[config.mk]
export PLATFORM = sky130hd
export DESIGN_NAME = dll_lock_ctrl
export DESIGN_NICKNAME = d
export VERILOG_FILES = /design/src/rtl/dll_ctrl_pkg.sv /design/src/rtl/dll_vote_filter.sv /design/src/rtl/dll_lock_ctrl.sv
export SDC_FILE = /design/constraint.sdc
export NUM_CORES = 1
export LEC_CHECK = 0
export CAP_MARGIN = 10
export CORE_ASPECT_RATIO = 0.75
export CORE_MARGIN = 4
export CORE_UTILIZATION = 40
export DETAILED_ROUTE_END_ITERATION = 10
export SLEW_MARGIN = 20
export SYNTH_ARGS = -nofsm -noshare
export SYNTH_HDL_FRONTEND = slang
export SYNTH_SLANG_ARGS = --single-unit
[constraint.sdc]
create_clock -name clk -period 4.35 [get_ports clk]
set_input_delay 0.87 -clock clk [delete_from_list [all_inputs] [get_ports clk]]
set_output_delay 0.87 -clock clk [all_outputs]
set_load 0.01 [all_outputs]
[src/rtl/dll_ctrl_pkg.sv]
// dll_ctrl_pkg: shared state encoding and default parameters for the DLL lock controller
package dll_ctrl_pkg;
  typedef enum logic [1:0] {IDLE, SAR, TRACK} state_t;
  localparam int DEF_CODE_W = 10;
  localparam int DEF_SETTLE = 4;
  localparam int DEF_FILT_N = 4;
  localparam int DEF_LOCK_CNT = 8;
  function automatic int code_max(input int w);
    return (1 << w) - 1;
  endfunction
endpackage

[src/rtl/dll_vote_filter.sv]
// dll_vote_filter: signed vote accumulator turning phase-detector samples into +/-1 step pulses
module dll_vote_filter
  import dll_ctrl_pkg::*;
#(
  parameter int FILT_N = DEF_FILT_N
) (
  input  logic clk,
  input  logic rst_n,
  input  logic clear,
  input  logic sample,
  input  logic up,
  input  logic dn,
  output logic step_up,
  output logic step_dn
);
  localparam int VW = $clog2(FILT_N + 1) + 1;
  localparam logic signed [VW-1:0] ONE = VW'(1);
  localparam logic signed [VW-1:0] TOP = VW'(FILT_N - 1);
  localparam logic signed [VW-1:0] BOT = VW'(1 - FILT_N);
  logic signed [VW-1:0] vote, vote_nx;
  logic up_only, dn_only;
  assign up_only = up && !dn;
  assign dn_only = dn && !up;
  // a step fires on the sample that would carry the vote to +/-FILT_N, so the
  // stored vote never holds the extreme value itself
  assign step_up = sample && up_only && vote >= TOP;
  assign step_dn = sample && dn_only && vote <= BOT;
  always_comb begin
    vote_nx = clear || (sample && (step_up || step_dn)) ? '0 :
              !sample ? vote :
              up_only ? (vote < 0 ? ONE : vote + ONE) :
              dn_only ? (vote > 0 ? -ONE : vote - ONE) : '0;
  end
  always_ff @(posedge clk or negedge rst_n)
    if (!rst_n) vote <= '0;
    else vote <= vote_nx;
endmodule

[src/rtl/dll_lock_ctrl.sv]
// dll_lock_ctrl: SAR acquisition then filtered up/down tracking of the DLL delay code
module dll_lock_ctrl
  import dll_ctrl_pkg::*;
#(
  parameter int CODE_W   = DEF_CODE_W,
  parameter int SETTLE   = DEF_SETTLE,
  parameter int FILT_N   = DEF_FILT_N,
  parameter int LOCK_CNT = DEF_LOCK_CNT
) (
  input  logic              clk,
  input  logic              rst_n,
  input  logic              start,
  input  logic              pd_up,
  input  logic              pd_dn,
  output logic [CODE_W-1:0] q,
  output logic              locked,
  output logic              sat,
  output logic              busy
);
  localparam int SW = $clog2(SETTLE + 1);
  localparam int IW = $clog2(CODE_W);
  localparam int LW = $clog2(LOCK_CNT + 1);
  localparam logic [CODE_W-1:0] CODE_MAX = CODE_W'(code_max(CODE_W));
  localparam logic [CODE_W-1:0] MID = CODE_W'(1) << (CODE_W - 1);
  localparam logic [SW-1:0] SETTLE_V = SW'(SETTLE);
  localparam logic [LW-1:0] LC = LW'(LOCK_CNT);
  state_t state, state_nx;
  logic [CODE_W-1:0] q_nx;
  logic [SW-1:0] settle, settle_nx;
  logic [IW-1:0] idx, idx_nx;
  logic [LW-1:0] lock_cnt, lock_cnt_nx;
  logic locked_nx, sat_nx, last_up, last_up_nx, last_dn, last_dn_nx;
  logic sample, step_up, step_dn, blocked;
  assign sample = settle == '0;
  assign busy = state != IDLE;
  assign blocked = step_up ? q == CODE_MAX : q == '0;
  dll_vote_filter #(.FILT_N(FILT_N)) u_filt (
    .clk    (clk),
    .rst_n  (rst_n),
    .clear  (start || state != TRACK),
    .sample (sample && state == TRACK && !start),
    .up     (pd_up),
    .dn     (pd_dn),
    .step_up(step_up),
    .step_dn(step_dn)
  );
  always_comb begin
    state_nx = state;
    q_nx = q;
    idx_nx = idx;
    settle_nx = sample ? settle : settle - 1'b1;
    lock_cnt_nx = lock_cnt;
    locked_nx = locked;
    sat_nx = 1'b0;
    last_up_nx = last_up;
    last_dn_nx = last_dn;
    if (start) begin
      state_nx = SAR;
      q_nx = MID;
      idx_nx = IW'(CODE_W - 1);
      settle_nx = SETTLE_V;
      lock_cnt_nx = '0;
      locked_nx = 1'b0;
      last_up_nx = 1'b0;
      last_dn_nx = 1'b0;
    end else if (state == SAR && sample) begin
      if (pd_dn && !pd_up) q_nx[idx] = 1'b0;
      if (idx != '0) begin
        q_nx[idx - 1'b1] = 1'b1;
        idx_nx = idx - 1'b1;
      end else begin
        state_nx = TRACK;
        lock_cnt_nx = '0;
      end
      settle_nx = SETTLE_V;
    end else if (state == TRACK) begin
      // a full step-free window also forgets the last step direction, so only
      // back-to-back same-direction steps can drop lock
      if (lock_cnt == LC) begin
        locked_nx = 1'b1;
        last_up_nx = 1'b0;
        last_dn_nx = 1'b0;
      end
      if (step_up || step_dn) begin
        lock_cnt_nx = '0;
        if (blocked) begin
          sat_nx = 1'b1;
          locked_nx = 1'b0;
        end else begin
          q_nx = step_up ? q + 1'b1 : q - 1'b1;
          settle_nx = SETTLE_V;
          if ((step_up && last_up_nx) || (step_dn && last_dn_nx)) locked_nx = 1'b0;
          last_up_nx = step_up;
          last_dn_nx = step_dn;
        end
      end else if (sample && lock_cnt != LC) lock_cnt_nx = lock_cnt + 1'b1;
    end
  end
  always_ff @(posedge clk or negedge rst_n)
    if (!rst_n) begin
      state <= IDLE;
      q <= '0;
      settle <= '0;
      idx <= '0;
      lock_cnt <= '0;
      locked <= 1'b0;
      sat <= 1'b0;
      last_up <= 1'b0;
      last_dn <= 1'b0;
    end else begin
      state <= state_nx;
      q <= q_nx;
      settle <= settle_nx;
      idx <= idx_nx;
      lock_cnt <= lock_cnt_nx;
      locked <= locked_nx;
      sat <= sat_nx;
      last_up <= last_up_nx;
      last_dn <= last_dn_nx;
    end
endmodule
==> summary.md <==
| Metric | Value |
|---|---|
| Outcome | finished, final reports clean |
| Min Tclk post-route | 3.70 ns |
| Syn avg cell area | between 8 and 9 µm² |
| Clk Latency, worst-skew pair | ~0.29 ns |
| Clock skew | 0.00428 ns |
| Placed Instance Area | 0.00279 mm² |
| Synthesized area | 0.00251 mm² |
| Critical Path Sink Type | flip-flop |
| Post-synthesis cell count | roughly 300 |
| Fraction of the cycle the final worst path needs | 85.1% |
| Cell taking the most area after synthesis | dfrtp_1 |
| Peak VDD IR | roughly 240 µV |
| Leakage | approximately 1.2 nW |
| Pin count of the biggest net entering global routing | 32 |
| Synthesis-to-layout area growth | 14.4% |
| #FFs+latches synth | 31 |
| Reg clk slew, reported paths | 0.07 ns |
| I/O Buffers | 17 |
| CTS buffer count | 5 |
| Max Cap Viol | 0 |
| Rows | 24 |
| ANT cells | 0 |
| Post-CTS Setup Bufs | 0 |
| Final setup TNS | 0 ns |
| Power Density | 517 mW/mm² |
| Chip width | around 100 µm |
| Initial core utilization | 42.3% |
| Clk root buf | clkbuf_8 |
| Slew @ Worst Pin | around 0.64 ns |
| Routability cong. | 0.802 |
| DP Worst Slack | approximately 0.4 ns |
| Worst hold path class | reg -> reg |
| Synth unique cells | 56 |
| Most common cell in the netlist | nand2_1 |
| Fraction of final layout cells sized beyond drive strength 1 | ~7.6% |
| Critical Path AT | 3.90 ns |
| Core Region | ~0.0059 mm² |
| Antenna viol nets, final | 0 |
| Number of global-route vias before repair | 2,142 |
| Area share of the leading cell type in the synthesized netlist | a little under a third |
| Max-slew violation count | 0 |
| Final Cell Area | 0.00288 mm² |
| Iter 0 DRT Violations | 184 |
| CP Class | in -> reg |
| Top post-synthesis cells by area | dfrtp_1 (31%), ha_1 (10%), nand2_1 (5.2%) |
| H-tree levels | 2 |
| CTS Buffer Depth | 2 |
| Die height | about 77 µm |
| Finish-stage setup viols | 0 |
| Io pins | 18 |
| First-pass GRT wire length | 10,800 µm |
| Post-DP HPWL | 4440 µm |
| FFs w/ async S/R, synth | 100% |
| Hold WS | 0.521 ns |
| Detailed Routing Iterations Pass 1 | 5 |
| Synth warn | 0 |
| Req. time, crit path | about 4.6 ns |
| DRC violations left | 0 |
| Total power | 1.49 mW |
| RSZ-0062 raised after global routing | false |
| Post-synth EDFFs | 0 |
| Vias | roughly 2,300 |
| Ys flop type | dfrtp_1 |
| Final hold vios | 0 |
| Mapped Nets | 322 |
| Via density per instance | 5.84 |
| Worst setup SP type | input pin |
| Setup ws final | ~0.65 ns |
| Clock tree sinks | 31 |
| DRT Wirelength | 6230 µm |
| Total die area | roughly 0.0076 mm² |
| Post-CTS sizing | 0 |
| Grt ovf | 0 |
| Slew Limit Headroom | 56.5% |
| Hold buffer count at CTS | 0 |
| Wire per inst | 15.8 µm |
| Fmax | 270 MHz |
| Initial antenna violation count | 0 |
| CTS tree | done |
| Final #Nets | 342 |
| Worst Path Max Fanout | 18 |
| Post-synth top cells | nand2_1 (35), dfrtp_1 (31), nor2_1 (21), o21ai_0 (21), ha_1 (20) |
| GR Util All Layers | 17.1% |
| Register area share after synthesis | a little under a third |
==> flip-flops by register name, indices dropped and copies added, names as in the netlist <==
name         count
u_filt.vote      4
locked           1
last_dn          1
idx              4
sat              1
last_up          1
settle           3
q               10
state            2
lock_cnt         4
==> final cells by class <==
cell class | instances | area [µm²]
Inverter | 15 | 56.3
Multi-Input combinational cell | 240 | 1640
Sequential cell | 31 | 776
Clock inverter | 1 | 5.00
Clock buffer | 6 | 82.6
Tap cell | 78 | 97.6
Fill cell | 599 | 3070
Timing Repair Buffer | 23 | 215
==> cell usage in the layout, fill, tap and decap left out, types with 4 or more instances in the layout <==
cell	count
a21o_1	5
ha_1	20
xnor2_1	5
inv_1	15
buf_4	6
nor2b_1	10
o41ai_1	5
nand2_1	35
a21oi_1	12
a31oi_1	6
nand4_1	4
o21ai_0	21
a22o_1	6
dfrtp_1	31
nor3_1	4
a211oi_1	4
clkdlybuf4s50_1	17
clkbuf_8	6
nor2_1	21
a221oi_1	5
and2_1	4
nand2b_1	4
xor2_1	4
nor4_1	5
o21ai_1	7
nand3_1	12
==> routing by layer <==
| metal | part of all wire [%] | routed length, µm | up-vias | global-route usage (%) |
|---|---|---|---|---|
| li1 | - | - | 1127 | - |
| met1 | 52 | 3270 | 1104 | 26.3 |
| met2 | 42 | 2610 | 61 | 25.1 |
| met3 | 5.1 | 316 | 8 | 3.45 |
| met4 | 0.55 | 34 | 0 | 2.59 |
| met5 | 0 | 0 | - | 0 |
==> through the flow <==
step / util (%) / instances
after CTS: 48.4 / 394
final: 48.4 / 394
after floorplan: - / 296
after global routing: 48.4 / 394
after detailed placement: 46.9 / 387
after global placement: 46.9 / 387
==> logic make-up (layout without fill, tap and decap cells) <==
group	after synthesis	count (layout)	synth area share (%)
AOI/OAI and AO/OA	87	87	23.8
xor gates and xnor gates	9	9	3.14
adders and majority gates	21	21	10.8
buffers and inverters	25	45	4.38
DFF	31	31	30.9
muxes	4	4	1.79
and+or+nand+nor	119	119	25.2
==> power breakdown <==
| part | leakage (nW) | switching (mW) | total, mW | internal, mW |
|---|---|---|---|---|
| clock | 0.0470 | 0.115 | 0.239 | 0.124 |
| combinational | 0.733 | 0.432 | 0.796 | 0.365 |
| sequential | 0.399 | 0.102 | 0.450 | 0.348 |
==> critical path, cell delays in order <==
cell and delay [ns]:
clkdlybuf4s50_1 0.48, nor3b_4 0.36, nand4_4 0.33, ha_1 0.41, a211oi_1 0.25, o21ai_0 0.26, a2111oi_0 0.47, a31oi_1 0.11
and2_1 0.18, a211oi_1 0.18
==> path summary, 6_finish.rpt <==
path                              from          end  slack [ns]  depth (start not counted)
setup / recovery                 pd_dn         q[9]        0.65                         10
hold / removal             lock_cnt[2]  lock_cnt[2]        0.52                          1
setup reg to reg             settle[0]         q[9]        1.13                         12
hold reg to reg            lock_cnt[2]  lock_cnt[2]        0.52                          1
max in group asynchronous        rst_n       idx[1]        3.06                          2
min in group asynchronous        rst_n    settle[2]        0.98                          2
Note: power is estimated with default switching activity, not from simulation.
